==> src/rtl/hm_pkg.sv <==
// Shared widths, instruction field positions, opcodes and FSM state encoding
// for the hm sequencer and its ALU.
package hm_pkg;

  localparam int PC_W     = 8;
  localparam int DATA_W   = 16;
  localparam int OPC_W    = 6;
  localparam int INSTR_W  = OPC_W + DATA_W;

  localparam int OPC_LSB  = DATA_W;
  localparam int OPR_LSB  = 0;
  localparam int ADDR_LSB = 0;

  localparam logic [OPC_W-1:0] OP_NOP = 6'h00;
  localparam logic [OPC_W-1:0] OP_LDI = 6'h01;
  localparam logic [OPC_W-1:0] OP_LDA = 6'h02;
  localparam logic [OPC_W-1:0] OP_STA = 6'h03;
  localparam logic [OPC_W-1:0] OP_ADD = 6'h04;
  localparam logic [OPC_W-1:0] OP_SUB = 6'h05;
  localparam logic [OPC_W-1:0] OP_CMP = 6'h06;
  localparam logic [OPC_W-1:0] OP_JMP = 6'h07;
  localparam logic [OPC_W-1:0] OP_JEQ = 6'h08;
  localparam logic [OPC_W-1:0] OP_JC  = 6'h09;
  localparam logic [OPC_W-1:0] OP_HLT = 6'h3F;

  typedef enum logic [2:0] {
    ST_IDLE   = 3'd0,
    ST_FETCH  = 3'd1,
    ST_DECODE = 3'd2,
    ST_EXEC   = 3'd3,
    ST_HALT   = 3'd4
  } state_t;

endpackage

==> src/rtl/hm_alu.sv <==
// Combinational add/subtract for ADD, SUB and CMP: result, carry/borrow, zero.
module hm_alu
  import hm_pkg::*;
(
  input  logic [DATA_W-1:0] a,
  input  logic [DATA_W-1:0] b,
  input  logic              sub,
  output logic [DATA_W-1:0] res,
  output logic              carry,
  output logic              zero
);

  logic [DATA_W:0] wide;

  // One extra bit: for subtraction it reads as the unsigned borrow (a < b).
  always_comb begin
    if (sub) wide = {1'b0, a} - {1'b0, b};
    else     wide = {1'b0, a} + {1'b0, b};
  end

  assign res   = wide[DATA_W-1:0];
  assign carry = wide[DATA_W];
  assign zero  = (wide[DATA_W-1:0] == '0);

endmodule

==> src/rtl/hm_sequencer.sv <==
// Multi-cycle instruction sequencer: owns PC and IR, decodes each instruction and
// drives data-memory, accumulator and status-flag writes (3 cycles per instruction).
//
// state  | meaning
// IDLE   | waiting for RUN after reset
// FETCH  | PC on instruction bus, IR loads at end of cycle
// DECODE | data address from IR driven so DR settles
// EXEC   | perform op, pulse write enables, update PC
// HALT   | stopped at HLT; needs RUN low then high to resume at PC+1
module hm_sequencer
  import hm_pkg::*;
(
  input  logic               CLK,
  input  logic               RST_N,
  input  logic               RUN,
  input  logic [INSTR_W-1:0] I,
  input  logic [DATA_W-1:0]  DR,
  input  logic [DATA_W-1:0]  AR,
  input  logic               EFF,
  input  logic               CFF,
  output logic [PC_W-1:0]    PC,
  output logic [PC_W-1:0]    DWA,
  output logic [DATA_W-1:0]  DW,
  output logic               DWE,
  output logic [DATA_W-1:0]  AW,
  output logic               AWE,
  output logic               EFW,
  output logic               CFW,
  output logic               HALTED
);

  state_t             state_q, state_d;
  logic [PC_W-1:0]    pc_q, pc_d;
  logic [INSTR_W-1:0] ir_q;
  logic               ef_q, cf_q;
  logic               armed_q, armed_d;

  logic [OPC_W-1:0]   opc;
  logic [DATA_W-1:0]  opr;
  logic [PC_W-1:0]    addr;
  logic [DATA_W-1:0]  alu_res;
  logic               alu_sub, alu_carry, alu_zero;

  assign opc     = ir_q[OPC_LSB +: OPC_W];
  assign opr     = ir_q[OPR_LSB +: DATA_W];
  assign addr    = ir_q[ADDR_LSB +: PC_W];
  assign alu_sub = (opc != OP_ADD);

  hm_alu u_alu (
    .a     (AR),
    .b     (DR),
    .sub   (alu_sub),
    .res   (alu_res),
    .carry (alu_carry),
    .zero  (alu_zero)
  );

  always_ff @(posedge CLK or negedge RST_N) begin
    if (!RST_N) begin
      state_q <= ST_IDLE;
      pc_q    <= '0;
      ir_q    <= '0;
      ef_q    <= 1'b0;
      cf_q    <= 1'b0;
      armed_q <= 1'b0;
    end else begin
      state_q <= state_d;
      pc_q    <= pc_d;
      ef_q    <= EFW;
      cf_q    <= CFW;
      armed_q <= armed_d;
      if (state_q == ST_FETCH) ir_q <= I;
    end
  end

  always_comb begin
    state_d = state_q;
    pc_d    = pc_q;
    armed_d = armed_q;
    AW      = '0;
    AWE     = 1'b0;
    DWE     = 1'b0;
    EFW     = ef_q;
    CFW     = cf_q;
    case (state_q)
      ST_IDLE:   if (RUN) state_d = ST_FETCH;
      ST_FETCH:  state_d = ST_DECODE;
      ST_DECODE: state_d = ST_EXEC;
      ST_EXEC: begin
        state_d = ST_FETCH;
        pc_d    = pc_q + PC_W'(1);
        case (opc)
          OP_LDI: begin AW = opr; AWE = 1'b1; end
          OP_LDA: begin AW = DR;  AWE = 1'b1; end
          OP_STA: DWE = 1'b1;
          OP_ADD, OP_SUB: begin
            AW  = alu_res;
            AWE = 1'b1;
            EFW = alu_zero;
            CFW = alu_carry;
          end
          OP_CMP: begin
            EFW = alu_zero;
            CFW = alu_carry;
          end
          OP_JMP: pc_d = addr;
          OP_JEQ: if (EFF) pc_d = addr;
          OP_JC:  if (CFF) pc_d = addr;
          OP_HLT: begin
            pc_d    = pc_q;
            state_d = ST_HALT;
            armed_d = 1'b0;
          end
          default: ;
        endcase
      end
      // Resume only on a fresh RUN assertion, not a level left high since HLT.
      ST_HALT: begin
        if (!RUN) begin
          armed_d = 1'b1;
        end else if (armed_q) begin
          armed_d = 1'b0;
          state_d = ST_FETCH;
          pc_d    = pc_q + PC_W'(1);
        end
      end
      default: state_d = ST_IDLE;
    endcase
  end

  assign PC     = pc_q;
  assign DWA    = addr;
  assign DW     = AR;
  assign HALTED = (state_q == ST_HALT);

endmodule

==> config.mk <==
export PLATFORM = sky130hd
export DESIGN_NAME = hm_sequencer
export DESIGN_NICKNAME = d
export VERILOG_FILES = /design/src/rtl/hm_pkg.sv /design/src/rtl/hm_alu.sv /design/src/rtl/hm_sequencer.sv
export SDC_FILE = /design/constraint.sdc
export NUM_CORES = 1
export LEC_CHECK = 0
export ABC_AREA = 1
export CAP_MARGIN = 15
export CORE_ASPECT_RATIO = 1.4
export CORE_MARGIN = 3
export CORE_UTILIZATION = 25
export DETAILED_ROUTE_END_ITERATION = 12
export GPL_TIMING_DRIVEN = 0
export SKIP_CTS_REPAIR_TIMING = 1
export SLEW_MARGIN = 20
export SYNTH_ARGS = -nofsm -noshare
export SYNTH_HDL_FRONTEND = slang
export SYNTH_HIERARCHICAL = 1
export SYNTH_SLANG_ARGS = --single-unit
export TNS_END_PERCENT = 100
==> constraint.sdc <==
create_clock -name CLK -period 3.3 [get_ports CLK]
set_input_delay 0.495 -clock CLK [delete_from_list [all_inputs] [get_ports CLK]]
set_output_delay 0.495 -clock CLK [all_outputs]
set_load 0.01 [all_outputs]
Yosys cells after proc, flatten, opt, wreduce, memory -nomap -nowiden
Index checks and enable logic that the tools add are counted.
- register bits after elaboration: 36
- logic and storage cells: 63
- $add $sub $neg: 3
- equality and inequality tests: 20
- multiplexer cells: 25
- reductions and logical operators: 9
- operator list (cell ; number):
    one-hot mux 16 bit (3 select lines) ; 1
    2-to-1 mux 8 bit ; 4
    one-hot mux 8 bit (4 select lines) ; 1
    == test 6 x 3 -> 1 bit, second input constant ; 4
    adder 16 x 16 -> 17 bit ; 1
    2-to-1 mux 17 bit ; 1
    subtractor 16 x 16 -> 17 bit ; 1
    zero test 16 bit ; 1
    2-to-1 mux 16 bit ; 1
    one-hot mux 8 bit (2 select lines) ; 1
    one-hot mux 3 bit (5 select lines) ; 1
    == test 6 x 2 -> 1 bit, second input constant ; 2
    == test 6 x 4 -> 1 bit, second input constant ; 2
    2-to-1 mux 3 bit ; 4
    2-to-1 mux 1 bit ; 10
    adder 8 x 1 -> 8 bit, second input constant ; 1
    == test 3 x 2 -> 1 bit, second input constant ; 2
    == test 6 x 1 -> 1 bit, second input constant ; 1
    == test 6 bit, second input constant ; 1
    inequality test 2 bit, second input constant ; 3
    inequality test 6 x 3 -> 1 bit, second input constant ; 1
    inequality test 2 x 1 -> 1 bit, second input constant ; 2
    AND reduction 4 bit ; 1
    OR reduction 4 bit ; 1
    9 further kinds ; 9

Logic depth before layout (Yosys ltp)
- depth in word-level cells: 5
- mapped depth: 25
- gate-level depth less buffers: 23

Modules after synthesis
Netlist, hierarchy kept.
- modules (own cells, without submodules) (module ; times used ; cells each ; area each (µm²)):
    hm_sequencer ; 1 ; 328 ; 2489.9
    hm_alu ; 1 ; 286 ; 1485.2

Worst setup path after synthesis
No wires, ideal clock.
- path kind: register -> output
- start: reg ir_q[21]
- end: out EFW
- arrival time: 3.140 ns
- data required time: 2.805 ns
- path slack: -0.335 ns
- cell stages (with the launch flop): 24
- cells stage by stage: dfrtp_1 nor2_4 nand2_2 nor2_4 buf_6 nand2_1 buf_2 inv_1 o21ai_0 nand2_1 nor2_1 xor2_1 ha_1 nand2_1 nor2_2 and2_1 nand2_2 nand2_1 nand2_1 nand2_2 nor2_1 nand3_1 nor2_1 mux2_2
- cells in the longest elaborated chain, start to end: 5
- elaborated cells on any way between the ends: 9
- ends and longest elaborated chain (what ; RTL line ; source):
    start, declared ; hm_sequencer.sv:34 ; logic [INSTR_W-1:0] ir_q;
    start signal, assigned ; hm_sequencer.sv:62 ; ir_q <= '0;
    start signal, assigned ; hm_sequencer.sv:72 ; if (state_q == ST_FETCH) ir_q <= I;
    inequality test 6 x 3 -> 1 bit ; hm_sequencer.sv:47 ; assign alu_sub = (opc != OP_ADD);
    via alu_sub ; hm_sequencer.sv:42 ; logic alu_sub, alu_carry, alu_zero;
    2-to-1 mux 17 bit ; hm_alu.sv:17 ; if (sub) wide = {1'b0, a} - {1'b0, b};
    via alu_res[14] ; hm_sequencer.sv:41 ; logic [DATA_W-1:0] alu_res;
    zero test 16 bit ; hm_alu.sv:23 ; assign zero = (wide[DATA_W-1:0] == '0);
    via alu_zero ; hm_sequencer.sv:42 ;
    2-to-1 mux 1 bit ; hm_sequencer.sv:92 ; case (opc)
    2-to-1 mux 1 bit ; hm_sequencer.sv:85 ; case (state_q)
    end, declared ; hm_sequencer.sv:27 ; output logic EFW,
The timed path passes the listed nets, and every way through them passes these cells.

Worst setup path after layout
Ends and elaborated chain as after synthesis.

==> key figures <==
Global route
  – Global Route Usage Sum: ~14%
  – Largest net degree at the start of global routing: 29
  – First-pass GRT wire length: roughly 20000 µm
  – Vias in the first global route: slightly above 4000
  – GR Overflow Total: 0
  – Antenna violations before repair: 0

Drt
  – Drt total wl: about 13000 µm
  – Drt wl/cell: ~14 µm
  – DR vias/cell: about 4.5
  – 1st-pass router iterations: 4
  – DRT iter0 DRCs: between 100 and 150
  – Antenna Nets Post-Route: 0
  – Vias: 4281
  – DRC viols: 0

Worst setup path
  – Crit path capture type: output pin
  – Critical Path Max Stage Delay: around 0.4 ns
  – CP max stage cell: dfrtp_1
  – Critical path required time: 2.80 ns
  – CP Max Fanout: 7
  – Critical R2R Launch: ir_q[21]$_DFFE_PN0N_
  – R2R Setup Slk: -0.05 ns
  – FF-to-FF End: ef_q$_DFF_PN0_
  – Critical path startpoint category: flop
  – Worst path bufs/invs: 5
  – CP top delay family: simple AND/OR/NAND/NOR gates
  – Critical path class: reg2out
  – Worst-case reg-to-reg path depth: 22
  – CP arrival: 3.52 ns

Logic synthesis
  – Seq/Total Area, Yosys: a little under a quarter
  – Post-synthesis adder-cell area fraction: under 10%
  – Synthesized area per cell: between 6 and 7 µm²
  – Area share of the largest cell type after synthesis: 22.66%
  – Post-Synthesis Cells: around 610
  – Post-synthesis compound-gate area fraction: 7.145%
  – EDFF count, synth: 0
  – Synthesis Warnings: 6
  – Most frequent cell after synthesis: nand2_1
  – Mapped Area: slightly below 0.004 mm²
  – Post-Synth XOR/XNOR Area: under 10%
  – Area contributors post-synth: dfrtp_1, nand2_1, inv_1, nand3_1, ha_1
  – Post-synthesis async set-or-reset flop share: 100.0%
  – Post-synthesis mux area share: 5.099%
  – Synth area leader: dfrtp_1
  – Post-synthesis register bit count: 36
  – Ys flop type: dfrtp_1
  – Synth unique cells: 38
  – Synth Net Count: between 600 and 700
  – Largest family of logic cells by synthesized area: simple AND/OR/NAND/NOR gates
  – Commonest cells in the netlist: nand2_1, inv_1, nor2_1, nand3_1, dfrtp_1
  – Simple-Gate Fraction of Synth Area: roughly two fifths

Clocking
  – CTS root buf: clkbuf_16
  – CTS H-tree lvls: 2
  – CTS buffer count: 5
  – Clk sink count: 36
  – Clock Latency Late Sink: 0.28 ns
  – Clock transition at path regs: approximately 0.06 ns
  – CTS tree: done
  – Clock buffer depth: 2

Power and ir drop
  – Pwr/cell area: roughly 540 mW/mm²
  – Pleak: about 3.1 nW
  – Worst VDD drop: 344.1 µV

Timing
  – Max-slew violations: 0
  – Rel. slew slack: about four fifths
  – Final period utilization: 121.7%
  – Worst slew pin tran: ~0.33 ns
  – Final Worst Setup Slack: -0.7173 ns
  – Final Hold Fails: 0
  – Max Fclk: approximately 250 MHz
  – RSZ-0062 raised after global routing: yes
  – Clock Skew: approximately 0.007 ns
  – Final setup vio count: 16
  – Period minus WS final: 4.017 ns

Floorplanning
  – Top-level I/O count: between 100 and 150
  – Die Ht: 155.2 µm
  – Die area: approximately 0.017 mm²
  – Core area: approximately 0.015 mm²
  – Row count: 53
  – Die width: around 110 µm
  – Initial core utilization: 25.95%

Finish
  – NumNets Final: between 800 and 900
  – Layout cells sized above 1: between 20 and 30%
  – Filler Cell Count: approximately 1600
  – Area Growth Syn to Fin: 53.26%
  – Layout Cells excl Fill: ~950
  – Ant. Diodes: 0
  – Fin util: between 30% and 40%

Job
  – Max_cap viols: 0

Place
  – Port-buffer cells: 111
  – Place WS: -1.510 ns
  – DP HPWL: 10400 µm
  – Cells after DPL: 918
  – GP Congestion: around 0.84

Outcome
  – Failing checks: negative setup slack
  – Status: finished with violations

Hold path
  – Hold Crit Class: in2async
-- sequential cells by signal, summed over array words and instances (netlist names) --
signal	count
state_q	3
cf_q	1
armed_q	1
ir_q	22
PC	8
ef_q	1
-- layout make-up --
cell class	count	area (µm²)	area share [%]
Multi-Input combinational cell	447	2895	47.53
Timing Repair Buffer	135	1277	20.97
Sequential cell	36	903.4	14.83
Inverter	98	382.9	6.285
Buffer	33	246.5	4.046
Tap cell	192	240.2	3.943
Clock buffer	8	146.4	2.403
-- worst reg2reg max path, cell delays in order, from the launching register on --
cell and delay [ns]:
dfrtp_1 0.41, nor2_4 0.22, nand2_2 0.11, nor2_4 0.15
buf_6 0.14, nand2_8 0.06, buf_8 0.16, inv_8 0.06
nand2_1 0.06, xnor2_1 0.18, inv_1 0.11, ha_4 0.28
nand2_4 0.08, inv_1 0.05, a21oi_2 0.15, nand2_2 0.10
a21oi_4 0.18, nand2b_1 0.12, nand2_1 0.07, nand3_1 0.09
nor2_1 0.06, mux2_4 0.28, buf_4 0.13
-- cells by family after synthesis --
family	after synthesis
buffers and inverters	131
AOI/OAI and AO/OA	47
muxes	18
DFF	36
and+or+nand+nor	344
xor gates and xnor gates	19
adders and majority gates	19
-- placed cells by master, fill, tap and decap left out, types with 3 or more instances in the layout --
cell,instances
nor2_1,40
nand3_1,44
buf_4,47
nand4_1,12
clkdlybuf4s50_1,87
ha_1,6
nand2_4,5
clkbuf_2,4
mux2_2,16
buf_6,4
xor2_1,10
clkbuf_16,6
a21oi_1,12
inv_1,83
o21ai_0,7
nand2_2,31
dfrtp_1,34
xnor2_1,4
inv_2,13
nor2_4,6
a21oi_2,9
ha_4,11
xor2_2,3
dlymetal6s2s_1,8
nor2_2,14
o21ai_2,3
a31oi_2,6
nand3b_1,4
a31oi_1,3
nand2_1,167
buf_2,15
nand3_2,8
-- metrics by stage --
step	hold WS, ns	power (mW)	setup TNS, ns	area, µm²
2_1_floorplan	0.1994	1.995	-0.3978	4024
3_3_place_gp	0.4737	2.595	-17.44	5375
3_5_place_dp	0.3718	2.607	-17.49	5390
4_1_cts	0.06873	3.101	-20.18	5537
5_1_grt	0.07746	3.574	-9.632	6092
6_report	0.06834	3.291	-6.503	6092
-- power breakdown --
part | internal, mW | total [mW] | switching [mW]
sequential | 0.645 | 0.851 | 0.207
clock | 0.301 | 0.471 | 0.170
combinational | 0.935 | 1.97 | 1.03
total | 1.88 | 3.29 | 1.41
-- worst max path at each step --
stage	startpoint	endpoint	slack, ns	cells after the start
floorplan	ir_q[20]$_DFFE_PN0N_	EFW	-0.21	23
global route	ir_q[21]$_DFFE_PN0N_	EFW	-0.90	25
detailed placement	DR[0]	EFW	-1.51	23
CTS	ir_q[20]$_DFFE_PN0N_	EFW	-1.53	23
finish	ir_q[21]$_DFFE_PN0N_	EFW	-0.72	25
global placement	DR[0]	EFW	-1.50	23
-- metal layers --
metal / global-route usage [%] / routed length [µm]
met4: 5.613 / 397
met3: 2.140 / 524
met2: 26.05 / 6801
met1: 15.73 / 5123
met5: 0 / 0
No activity file was read; power rests on OpenSTA's default activity.
